**src/rtl/expr_pkg.sv**
```systemverilog
// Shared constants for the expression evaluator: ASCII codes of the accepted
// characters and the parser state encoding.
package expr_pkg;

  localparam logic [7:0] CH_0    = 8'h30;
  localparam logic [7:0] CH_9    = 8'h39;
  localparam logic [7:0] CH_PLUS = 8'h2B;
  localparam logic [7:0] CH_MUL  = 8'h2A;
  localparam logic [7:0] CH_EQ   = 8'h3D;
  localparam logic [7:0] CH_SP   = 8'h20;

  typedef enum logic [1:0] {
    S_IDLE = 2'd0,
    S_OP   = 2'd1,
    S_DIG  = 2'd2,
    S_ERR  = 2'd3
  } state_t;

endpackage

```
**src/rtl/expr_eval_char_class.sv**
```systemverilog
// Combinational character classifier: decodes one ASCII byte into the token
// classes the evaluator's state machine consumes.
module char_class
  import expr_pkg::*;
(
  input  logic [7:0] ch,
  output logic       is_digit,
  output logic [3:0] dval,
  output logic       is_plus,
  output logic       is_mul,
  output logic       is_eq,
  output logic       is_space
);

  always_comb begin
    is_digit = (ch >= CH_0) && (ch <= CH_9);
    // Digits 0x30..0x39 carry their value in the low nibble.
    dval     = is_digit ? ch[3:0] : 4'd0;
    is_plus  = (ch == CH_PLUS);
    is_mul   = (ch == CH_MUL);
    is_eq    = (ch == CH_EQ);
    is_space = (ch == CH_SP);
  end

endmodule

```
**src/rtl/expr_eval.sv**
```systemverilog
// Evaluates single-digit '+'/'*' expressions terminated by '=', with '*'
// binding tighter than '+'; reports the modulo-2^W result or a syntax error.
module expr_eval
  import expr_pkg::*;
#(
  parameter int W = 16
) (
  input  logic         clk,
  input  logic         clr_n,
  input  logic         in_valid,
  input  logic [7:0]   in,
  output logic [W-1:0] result,
  output logic         result_valid,
  output logic         ovf,
  output logic         err
);

  logic       is_digit, is_plus, is_mul, is_eq, is_space;
  logic [3:0] dval;

  char_class u_class (
    .ch       (in),
    .is_digit (is_digit),
    .dval     (dval),
    .is_plus  (is_plus),
    .is_mul   (is_mul),
    .is_eq    (is_eq),
    .is_space (is_space)
  );

  // MSB of the returned value flags a wrap of the W-bit result.
  function automatic logic [W:0] add_wrap(input logic [W-1:0] a, input logic [W-1:0] b);
    return {1'b0, a} + {1'b0, b};
  endfunction

  function automatic logic [W:0] mul_wrap(input logic [W-1:0] a, input logic [3:0] b);
    logic [W+3:0] p;
    p = {4'b0000, a} * {{W{1'b0}}, b};
    return {|p[W+3:W], p[W-1:0]};
  endfunction

  state_t       state;
  logic [W-1:0] sum, term;
  logic         pend_mul, ovf_acc;
  logic [W:0]   sum_next, prod_next;
  logic [W-1:0] dval_ext;

  assign dval_ext  = W'(dval);
  assign sum_next  = add_wrap(sum, term);
  assign prod_next = mul_wrap(term, dval);

  always_ff @(posedge clk or negedge clr_n) begin
    if (!clr_n) begin
      state        <= S_IDLE;
      sum          <= '0;
      term         <= '0;
      pend_mul     <= 1'b0;
      ovf_acc      <= 1'b0;
      result       <= '0;
      result_valid <= 1'b0;
      ovf          <= 1'b0;
      err          <= 1'b0;
    end else begin
      result_valid <= 1'b0;
      err          <= 1'b0;
      if (in_valid && !is_space) begin
        unique case (state)
          S_IDLE: begin
            if (is_digit) begin
              term    <= dval_ext;
              sum     <= '0;
              ovf_acc <= 1'b0;
              state   <= S_OP;
            end else if (is_eq) begin
              err <= 1'b1;
            end else begin
              state <= S_ERR;
            end
          end
          S_OP: begin
            if (is_plus) begin
              sum      <= sum_next[W-1:0];
              ovf_acc  <= ovf_acc | sum_next[W];
              pend_mul <= 1'b0;
              state    <= S_DIG;
            end else if (is_mul) begin
              pend_mul <= 1'b1;
              state    <= S_DIG;
            end else if (is_eq) begin
              result       <= sum_next[W-1:0];
              result_valid <= 1'b1;
              ovf          <= ovf_acc | sum_next[W];
              state        <= S_IDLE;
            end else begin
              state <= S_ERR;
            end
          end
          S_DIG: begin
            if (is_digit) begin
              if (pend_mul) begin
                term    <= prod_next[W-1:0];
                ovf_acc <= ovf_acc | prod_next[W];
              end else begin
                term <= dval_ext;
              end
              state <= S_OP;
            end else if (is_eq) begin
              err   <= 1'b1;
              state <= S_IDLE;
            end else begin
              state <= S_ERR;
            end
          end
          S_ERR: begin
            if (is_eq) begin
              err   <= 1'b1;
              state <= S_IDLE;
            end
          end
          default: state <= S_IDLE;
        endcase
      end
    end
  end

endmodule

```
**config.mk**
```make
export PLATFORM = sky130hd
export DESIGN_NAME = expr_eval
export DESIGN_NICKNAME = d
export VERILOG_FILES = /design/src/rtl/expr_pkg.sv /design/src/rtl/expr_eval_char_class.sv /design/src/rtl/expr_eval.sv
export SDC_FILE = /design/constraint.sdc
export NUM_CORES = 1
export LEC_CHECK = 0
export BUFFER_PORTS_ARGS = -buffer_cell sky130_fd_sc_hd__buf_2
export CAP_MARGIN = 20
export CORE_UTILIZATION = 61
export DETAILED_ROUTE_END_ITERATION = 8
export GPL_TIMING_DRIVEN = 0
export PLACE_DENSITY = 0.88
export SLEW_MARGIN = 25
export SYNTH_ARGS = -nofsm -noshare
export SYNTH_HDL_FRONTEND = slang
export SYNTH_SLANG_ARGS = --single-unit
```
**constraint.sdc**
```tcl
create_clock -name clk -period 8.27 [get_ports clk]
set_clock_uncertainty 0.05 [all_clocks]
set_input_delay 0 -clock clk [delete_from_list [all_inputs] [get_ports clk]]
set_output_delay 0 -clock clk [all_outputs]
set_load 0.02 [all_outputs]
```
==> impl_metrics.ini, run 1 <==
[worst_setup_path]
end_kind = flip-flop
timing.critical_path.fanout_max = 10
worst_ep_required_time_ns = 8.44
critical_path.startpoint = in[4]
ff2ff_setup_slack_ns = 3.71
critPathLaunchType = input port
rr_worst_depth = 14
r2r_start = term[1]
path_class = input port to flip-flop
crit_arrival_ns = 5.25
rr_endpoint = ovf_acc

[global_routing]
grt_pass1_vias = 4380
grtUsageMet2 = 0.522
grt_remaining_overflow = 0
grtUsageMet1 = 0.394
antenna_found_initial = 0
grt_use_total = 0.302
top_usage_layer = met2
met3_usage = 0.0427
grt_start_max_net_pins = 56
grt_first_pass_wirelength_um = 20600

[logic_synthesis]
synth_nets = 642
syn-mean-instance-area_sq_um = 9.00
synth_cell_types = 54
yosysSeqAreaShare = 0.274
ys_async_sr_fraction = 1.00
synth-seq-cells = 55
synth_edf_count = 0
synthFlopType = dfrtp_1
synth_cells = 558
syn_area_sq_mm = 0.00502
yosysWarnings = 0

[place]
gp_congestion = 0.903
dp_hpwl_um = 9480
dpl_cell_area_sq_mm = 0.00529
io_buffers = 28
dp.cells = 688

[worst_hold_path]
hold_depth = 4
min_path_type = input port to flip-flop
min_to = pend_mul
min_from = in_valid

[layout]
area_delta_synth_final_pct = 7.80
multi_input_area_sq_mm = 0.00334
num_antenna_cells = 0
nNetsFinal = 680
final_area_sq_mm = 0.00541
fillerInstances = 610
final-seq-area_sq_mm = 0.00138
layout-drive-gt1-share = 0.106
final_cell_count_no_fill = 699

[route]
drtIter0Drc = 268
firstDrtPassIters = 4
drt-total-wl_um = 12100
wl_per_cell_um = 17.3
remaining_drc_errors = 0
drtAntennaViolNets = 0
routed-via-count = 4357
vias_per_cell = 6.23

[sta]
worstMarginPinSlew_ns = 0.712
hold_viol_final = 0
finalCriticalPeriod_ns = 5.08
min_period_over_period = 0.615
fmax_mhz = 197
setup_viol = 0
final.setup.tns_ns = 0
rsz0062_at_grt = no
relSlewSlack = 0.525
drv_slew = 0

[floorplan]
num_rows = 32
start_util = 0.640
die_y_um = 92.7
fp.dieW_um = 92.7
io_pins = 30
core_area_sq_mm = 0.00785
dieArea_sq_mm = 0.00860

[status]
status = finished, final reports clean

[pwr]
power_leakage_uw = 0.00294
p_per_area_mw_per_mm2 = 104
irDropWorstVdd_mv = 0.0741

[clock_tree]
path_clk_slew_ns = 0.12
cts_resized = 0
cts_buffers = 5
clk_latency_ns = 0.32
htree_num_levels = 2
cts.sinks = 55
clock-root-buffer = clkbuf_8
cts_buffer_depth = 2
cts_tree = built

[run]
cap_violations = 0
cells by family after synthesis:
family | share of synthesized area
xor+xnor | 0.0436
compound gates | 0.176
buf+inv | 0.0615
fa+ha+maj | 0.225
flops | 0.274
mux | 0.0306
simple gates | 0.189
what timing repair did:
item,in CTS,in global routing
setup buffers,0,0
endpoints found under the hold margin,56,0
hold buffers,3,0
synth_stat cells (5+ instances only):
| master | count | share of area |
|---|---|---|
| ha_1 | 44 | 0.11 |
| nor3_1 | 7 | 0.0070 |
| a211oi_1 | 6 | 0.0090 |
| fa_1 | 29 | 0.12 |
| nor2_1 | 28 | 0.021 |
| o41ai_1 | 6 | 0.010 |
| nand3_1 | 7 | 0.0070 |
| a21o_1 | 6 | 0.0090 |
| inv_1 | 57 | 0.043 |
| a22o_1 | 17 | 0.030 |
| clkbuf_1 | 16 | 0.012 |
| nand2b_1 | 6 | 0.0075 |
| nand4_1 | 7 | 0.0087 |
| and3_1 | 50 | 0.062 |
| o21ai_0 | 37 | 0.037 |
| a21oi_1 | 25 | 0.025 |
| xor2_1 | 7 | 0.012 |
| nand2_1 | 58 | 0.043 |
| dfrtp_1 | 55 | 0.27 |
| mux2_2 | 11 | 0.025 |
| and2_1 | 5 | 0.0062 |
| o31ai_1 | 5 | 0.0075 |
| xnor2_1 | 18 | 0.031 |
where the power goes:
group | internal (uW) | switching [uW]
combinational | 38.9 | 77.0
sequential | 277 | 9.87
clock | 61.2 | 101
total | 377 | 188
layout by cell type, fill, tap and decap left out, types with 4 or more instances in the layout:
cell type,instances
nand2_1,58
inv_1,57
dfrtp_1,55
and3_1,50
ha_1,44
o21ai_0,37
buf_2,31
fa_1,29
nor2_1,28
a21oi_1,25
xnor2_1,18
a22o_1,17
clkbuf_1,16
mux2_2,11
nand3_1,7
nand4_1,7
xor2_1,7
nor3_1,7
nand2b_1,6
a21o_1,6
a211oi_1,6
o41ai_1,6
and2_1,5
o31ai_1,5
clkbuf_8,5
o21bai_1,4
o21a_1,4
worst max-delay path: stages:
cell,delay [ns]
dlygate4sd3_1,0.53
buf_2,0.15
and3_1,0.19
clkbuf_1,0.23
clkbuf_1,0.24
and3_1,0.24
fa_1,0.54
inv_1,0.06
fa_1,0.53
inv_1,0.04
ha_1,0.34
nor2b_4,0.16
o31ai_1,0.38
a31oi_1,0.30
a22o_1,0.33
o41ai_2,0.34
xor2_1,0.19
nand4_1,0.17
a41o_1,0.28
per-layer routing:
metal,vias up,share of wire
met5,-,0
met4,0,0.025
met3,37,0.060
met2,173,0.49
met1,2118,0.42
li1,2029,-
how the worst max path moves through the flow:
stage / end / slack, ns
after floorplan: ovf_acc / 3.94
after global placement: ovf_acc / 3.14
after detailed placement: ovf_acc / 3.04
after CTS: ovf_acc / 3.29
after global routing: ovf_acc / 2.99
final: ovf_acc / 3.19
per-stage QoR:
stage                      util  hold WS (ns)  worst slack, ns  total power (uW)
final                     0.690        0.0208             3.19               565
after global routing      0.690        0.0415             2.99               588
after CTS                 0.690        0.0150             3.29               563
after detailed placement  0.674        0.0556             3.04               403
after global placement    0.674         0.269             3.14               397
after floorplan               -        -0.346             3.94               367
sequential cells by signal, summed over array words and instances (netlist names):
| signal | flops |
|---|---|
| state | 2 |
| sum | 16 |
| ovf_acc | 1 |
| pend_mul | 1 |
| term | 16 |
| result_valid | 1 |
| ovf | 1 |
| result | 16 |
| err | 1 |
cell type report:
class / instances / share of cell area
plain buffers: 21 / 0.0169
multi-input cells: 424 / 0.616
repair buffers: 31 / 0.0319
flip-flops and latches: 55 / 0.254
clock inverters: 3 / 0.00416
inverters: 58 / 0.0402
well taps: 102 / 0.0236
clock buffers: 5 / 0.0127
(Power assumes the default switching activity.)
==> inputs of run 2 (changes only) <==
==> constraint.sdc (replaced) <==
create_clock -name clk -period 4.7 [get_ports clk]
set_clock_uncertainty 0.05 [all_clocks]
set_input_delay 0 -clock clk [delete_from_list [all_inputs] [get_ports clk]]
set_output_delay 0 -clock clk [all_outputs]
set_load 0.02 [all_outputs]
==> run 2 against run 1 <==
Power up 76%. Die area unchanged. Worst hold slack better by 0.011 ns. Count of clock-buffer cells in the layout unchanged. Flip-flop and latch count unchanged.
==> impl_metrics.ini, run 2 (synthesized netlist as in run 1, its figures left out) <==
[worst_hold_path]
min_to = pend_mul
hold_depth = 4
min_from = in_valid
min_path_type = input port to flip-flop

[layout]
area_delta_synth_final_pct = 8.57
fillerInstances = 612
num_antenna_cells = 0
fin_util = 0.695
layout-drive-gt1-share = 0.114
final_cell_mix = nand2_1, inv_1, dfrtp_1
final_common_cell = nand2_1
final_cell_count_no_fill = 699
final_area_sq_mm = 0.00545
reg_top3 = result (16), sum (16), term (16)
nNetsFinal = 680

[clock_tree]
clock-root-buffer = clkbuf_8
post_cts_buffers = 0
cts_buffer_depth = 2
cts_tree = built
path_clk_slew_ns = 0.12
cts.sinks = 55
cts_buffers = 5
htree_num_levels = 2
clk_latency_ns = 0.32

[place]
dp_hpwl_um = 9480
dpl_cell_area_sq_mm = 0.00529
io_buffers = 28
dp_slack_ns = -0.526
gp_congestion = 0.903
dp.cells = 688

[route]
firstDrtPassIters = 4
vias_per_cell = 6.24
routed-via-count = 4362
remaining_drc_errors = 0
drtAntennaViolNets = 0
drtIter0Drc = 277
wl_per_cell_um = 17.3
drt-total-wl_um = 12100

[sta]
worst_slack_ns = 0.232
relSlewSlack = 0.524
setup_viol = 0
fmax_mhz = 224
hold_viol_final = 0
worstMarginPinSlew_ns = 0.713
finalCriticalPeriod_ns = 4.47
drv_slew = 0
min_period_over_period = 0.951

[worst_setup_path]
cp_cell_sequence = clkbuf_2 > o21ai_0 > and3_1 > clkbuf_2 > clkbuf_1 > and3_1 > fa_1 > inv_1 > fa_1 > inv_1 > ha_1 > nor2b_4 > o31ai_4 > a31oi_4 > a22o_1 > o41ai_2 > xor2_1 > nand4_1 > a41o_1
r2r_start = term[1]
critPathLaunchType = input port
critPathSlowestCell = fa_1
crit_path_max_incr_delay_ns = 0.53
rr_worst_depth = 14
rr_endpoint = ovf_acc
timing.critical_path.fanout_max = 10
end_kind = flip-flop
path_buf_inv = 5
critPathTopFamily = compound AO/OA/AOI/OAI gates
crit_arrival_ns = 4.64
path_class = input port to flip-flop
ff2ff_setup_slack_ns = 0.44
worst_ep_required_time_ns = 4.87

[floorplan]
num_rows = 32
dieArea_sq_mm = 0.00860
start_util = 0.640
io_pins = 30
fp.dieW_um = 92.7
core_area_sq_mm = 0.00785
die_y_um = 92.7

[run]
cap_violations = 0

[pwr]
irDropWorstVdd_mv = 0.130
pwr-share-comb = 0.204
power_leakage_uw = 0.00295
p_sw_frac = 0.333
total_power_uw = 994
clkPwrFrac = 0.289
power_frac_seq = 0.508
p_int_uw = 663
power.switching_uw = 331
p_per_area_mw_per_mm2 = 182

[global_routing]
grt_first_pass_wirelength_um = 20500
grt_use_total = 0.301
grt_pass1_vias = 4372
grt_remaining_overflow = 0
antenna_found_initial = 0
grt_start_max_net_pins = 56

[status]
status = finished, final reports clean
==> run 2: cell counts in the layout (fill, tap and decap cells not counted) <==
No cell type changed its count.
==> run 2: metal layers <==
layer | up-vias | GRT usage | wire (um)
met1 | 2131 | 0.393 | 5020
li1 | 2026 | - | -
met2 | 169 | 0.517 | 5990
met3 | 36 | 0.0427 | 750
met4 | 0 | 0.0897 | 311
met5 | - | 0 | 0
==> run 2: worst min-delay path: stages <==
cell	delay, ns
buf_2	0.12
nand2_1	0.07
nor2_1	0.07
mux2i_1	0.12
==> run 2: cell type report <==
type,count,area (sq um),area share
flip-flops and latches,55,1380,0.252
plain buffers,21,93.8,0.0172
clock inverters,3,22.5,0.00413
clock buffers,5,68.8,0.0126
multi-input cells,424,3370,0.619
repair buffers,31,173,0.0317
well taps,102,128,0.0234
inverters,58,218,0.0399
==> run 2: metrics by stage <==
| step | TNS, ns | hold slack [ns] |
|---|---|---|
| floorplan | 0 | -0.346 |
| global placement | -0.467 | 0.269 |
| detailed placement | -0.705 | 0.0556 |
| CTS | 0 | 0.0150 |
| global route | -0.00509 | 0.0410 |
| finish | 0 | 0.0316 |
==> run 2: power groups by stage <==
stage / Combinational [uW] / Clock, uW / Sequential (uW)
final: 202 / 287 / 504
after global routing: 224 / 306 / 506
after CTS: 198 / 290 / 504
after detailed placement: 196 / 0 / 513
after global placement: 186 / 0 / 512
after floorplan: 138 / 0 / 508
==> run 2: timing repair <==
action                                  4_1_cts  5_1_grt
hold buffers                                  3        0
endpoints found under the setup margin        1        1
gates resized for setup                       2        5
endpoints found under the hold margin        56        0
==> run 2: worst max path at each step <==
stage	end	start	cells past startpoint
4_1_cts	ovf_acc	in[1]	19
2_1_floorplan	ovf_acc	in[1]	19
5_1_grt	ovf_acc	in[1]	19
6_report	ovf_acc	in[1]	19
3_3_place_gp	ovf_acc	in[1]	19
3_5_place_dp	ovf_acc	in[1]	19
==> inputs of run 3 (changes only) <==
--- a/config.mk
+++ b/config.mk
@@ -7,10 +7,12 @@
 export LEC_CHECK = 0
 export BUFFER_PORTS_ARGS = -buffer_cell sky130_fd_sc_hd__buf_2
 export CAP_MARGIN = 20
-export CORE_UTILIZATION = 61
+export CELL_PAD_IN_SITES_DETAIL_PLACEMENT = 1
+export CELL_PAD_IN_SITES_GLOBAL_PLACEMENT = 1
+export CORE_UTILIZATION = 48
 export DETAILED_ROUTE_END_ITERATION = 8
 export GPL_TIMING_DRIVEN = 0
-export PLACE_DENSITY = 0.88
+export PLACE_DENSITY = 0.89
 export SLEW_MARGIN = 25
 export SYNTH_ARGS = -nofsm -noshare
 export SYNTH_HDL_FRONTEND = slang
==> run 3 against run 2 <==
Clock power about the same. Flip-flop and latch count unchanged. Highest routed layer unchanged. Largest cell class unchanged. Register-to-register slack lost 0.05 ns. Power up 1.7%. Cell area increased by 1.1%. Largest power group unchanged. First-iteration DRC count down 36%. Via count is the same. Global-route usage decreased by 2.0 points. Count of clock-buffer cells in the layout is the same. Critical path depth unchanged. Maximum frequency down 0.72%.
==> impl_metrics.ini, run 3 (synthesized netlist as in run 1, its figures left out) <==
[global_routing]
grt_use_total = 0.280
grtUsageMet1 = 0.342
antenna_found_initial = 0
grt_pass1_vias = 4864
grtUsageMet2 = 0.515
top_usage_layer = met2
met3_usage = 0.0207
grt_start_max_net_pins = 56
grt_first_pass_wirelength_um = 24400
grt_remaining_overflow = 0

[pwr]
power_leakage_uw = 0.00296
total_power_uw = 1010
p_per_area_mw_per_mm2 = 183
irDropWorstVdd_mv = 0.118

[sta]
setup_viol = 0
min_period_over_period = 0.957
relSlewSlack = 0.512
rsz0062_at_grt = no
finalCriticalPeriod_ns = 4.50
fmax_mhz = 222
final.setup.tns_ns = 0
drv_slew = 0
hold_viol_final = 0
worstMarginPinSlew_ns = 0.732

[floorplan]
io_pins = 30
die_y_um = 104
start_util = 0.505
dieArea_sq_mm = 0.0109
fp.dieW_um = 104
core_area_sq_mm = 0.00995
num_rows = 36

[clock_tree]
clk_latency_ns = 0.32
clock-root-buffer = clkbuf_8
htree_num_levels = 2
cts.sinks = 55
cts_buffer_depth = 2
post_cts_buffers = 0
path_clk_slew_ns = 0.12
cts_tree = built
cts_buffers = 5

[layout]
final_common_cell = nand2_1
layout-drive-gt1-share = 0.122
reg_top3 = result (16), sum (16), term (16)
num_antenna_cells = 0
nNetsFinal = 680
final_cell_mix = nand2_1, inv_1, dfrtp_1
area_delta_synth_final_pct = 9.77

[run]
cap_violations = 0

[worst_setup_path]
critPathLaunchType = input port
timing.critical_path.fanout_max = 10
ff2ff_setup_slack_ns = 0.39
path_class = input port to flip-flop
crit_arrival_ns = 4.68
path_buf_inv = 5
critPathSlowestCell = fa_1
cp_cell_sequence = clkbuf_2 > o21ai_0 > and3_2 > clkbuf_2 > buf_2 > and3_1 > fa_1 > inv_1 > fa_1 > inv_1 > ha_1 > nor2b_4 > o31ai_4 > a31oi_4 > a22o_1 > o41ai_2 > xor2_1 > nand4_1 > a41o_1
end_kind = flip-flop
worst_ep_required_time_ns = 4.88
critPathTopFamily = compound AO/OA/AOI/OAI gates
crit_path_max_incr_delay_ns = 0.55

[route]
vias_per_cell = 5.98
drt-total-wl_um = 14400
wl_per_cell_um = 19.7
remaining_drc_errors = 0
drtIter0Drc = 177
routed-via-count = 4362
drtAntennaViolNets = 0
firstDrtPassIters = 4

[worst_hold_path]
min_path_type = input port to flip-flop

[place]
gp_congestion = 0.839
dp_hpwl_um = 11300
io_buffers = 28

[status]
status = finished, final reports clean
==> run 3: changes by cell type in the layout (fill, tap and decap cells not counted), sizes merged <==
| cell | change |
|---|---|
| clkbuf | -1 |
| buf | +1 |
==> run 3: layout make-up <==
class	instances	area (sq um)
fillers	1182	4440
multi-input cells	424	3390
flip-flops and latches	55	1380
inverters	58	218
repair buffers	31	173
well taps	133	166
plain buffers	21	96.3
clock buffers	5	68.8
clock inverters	3	22.5
==> run 3: repair_timing <==
item,4_1_cts,5_1_grt
setup endpoints to repair,2,1
pin swaps,0,1
resized for setup,5,11
endpoints found under the hold margin,56,0
hold buffers,3,0
==> run 3: through the flow <==
stage | setup slack [ns] | instance area, sq um | hold WS [ns] | utilization | cells
2_1_floorplan | 0.371 | 5020 | -0.346 | - | 558
3_3_place_gp | -0.595 | 5330 | 0.270 | 0.535 | 719
3_5_place_dp | -0.672 | 5330 | 0.0520 | 0.536 | 719
4_1_cts | 0.0656 | 5470 | 0.0320 | 0.549 | 730
5_1_grt | 0.00140 | 5510 | 0.0677 | 0.554 | 730
6_report | 0.200 | 5510 | 0.0687 | 0.554 | 730
==> run 3: worst min-delay path: stages <==
cell and delay (ns):
buf_2 0.12, o21ai_2 0.12, o32a_1 0.17
==> run 3: path summary, 6_finish.rpt <==
| check | start | to | cells past startpoint |
|---|---|---|---|
| max reg2reg | term[1] | ovf_acc | 14 |
| min | in_valid | state[0] | 3 |
| max | in[1] | ovf_acc | 19 |
| min reg2reg | ovf | ovf | 2 |
| max in group asynchronous | clr_n | term[6] | 2 |
| min in group asynchronous | clr_n | result[2] | 2 |
==> run 3: routing by layer <==
| layer | share of wire | up-vias |
|---|---|---|
| li1 | - | 2026 |
| met1 | 0.41 | 2211 |
| met2 | 0.52 | 95 |
| met3 | 0.037 | 30 |
| met4 | 0.027 | 0 |
| met5 | 0 | - |
==> run 3: power by group <==
part | switching [uW] | total (uW) | internal, uW
Sequential | 19.5 | 506 | 487
Clock | 178 | 286 | 108
Combinational | 149 | 219 | 70.2
Total | 346 | 1010 | 665
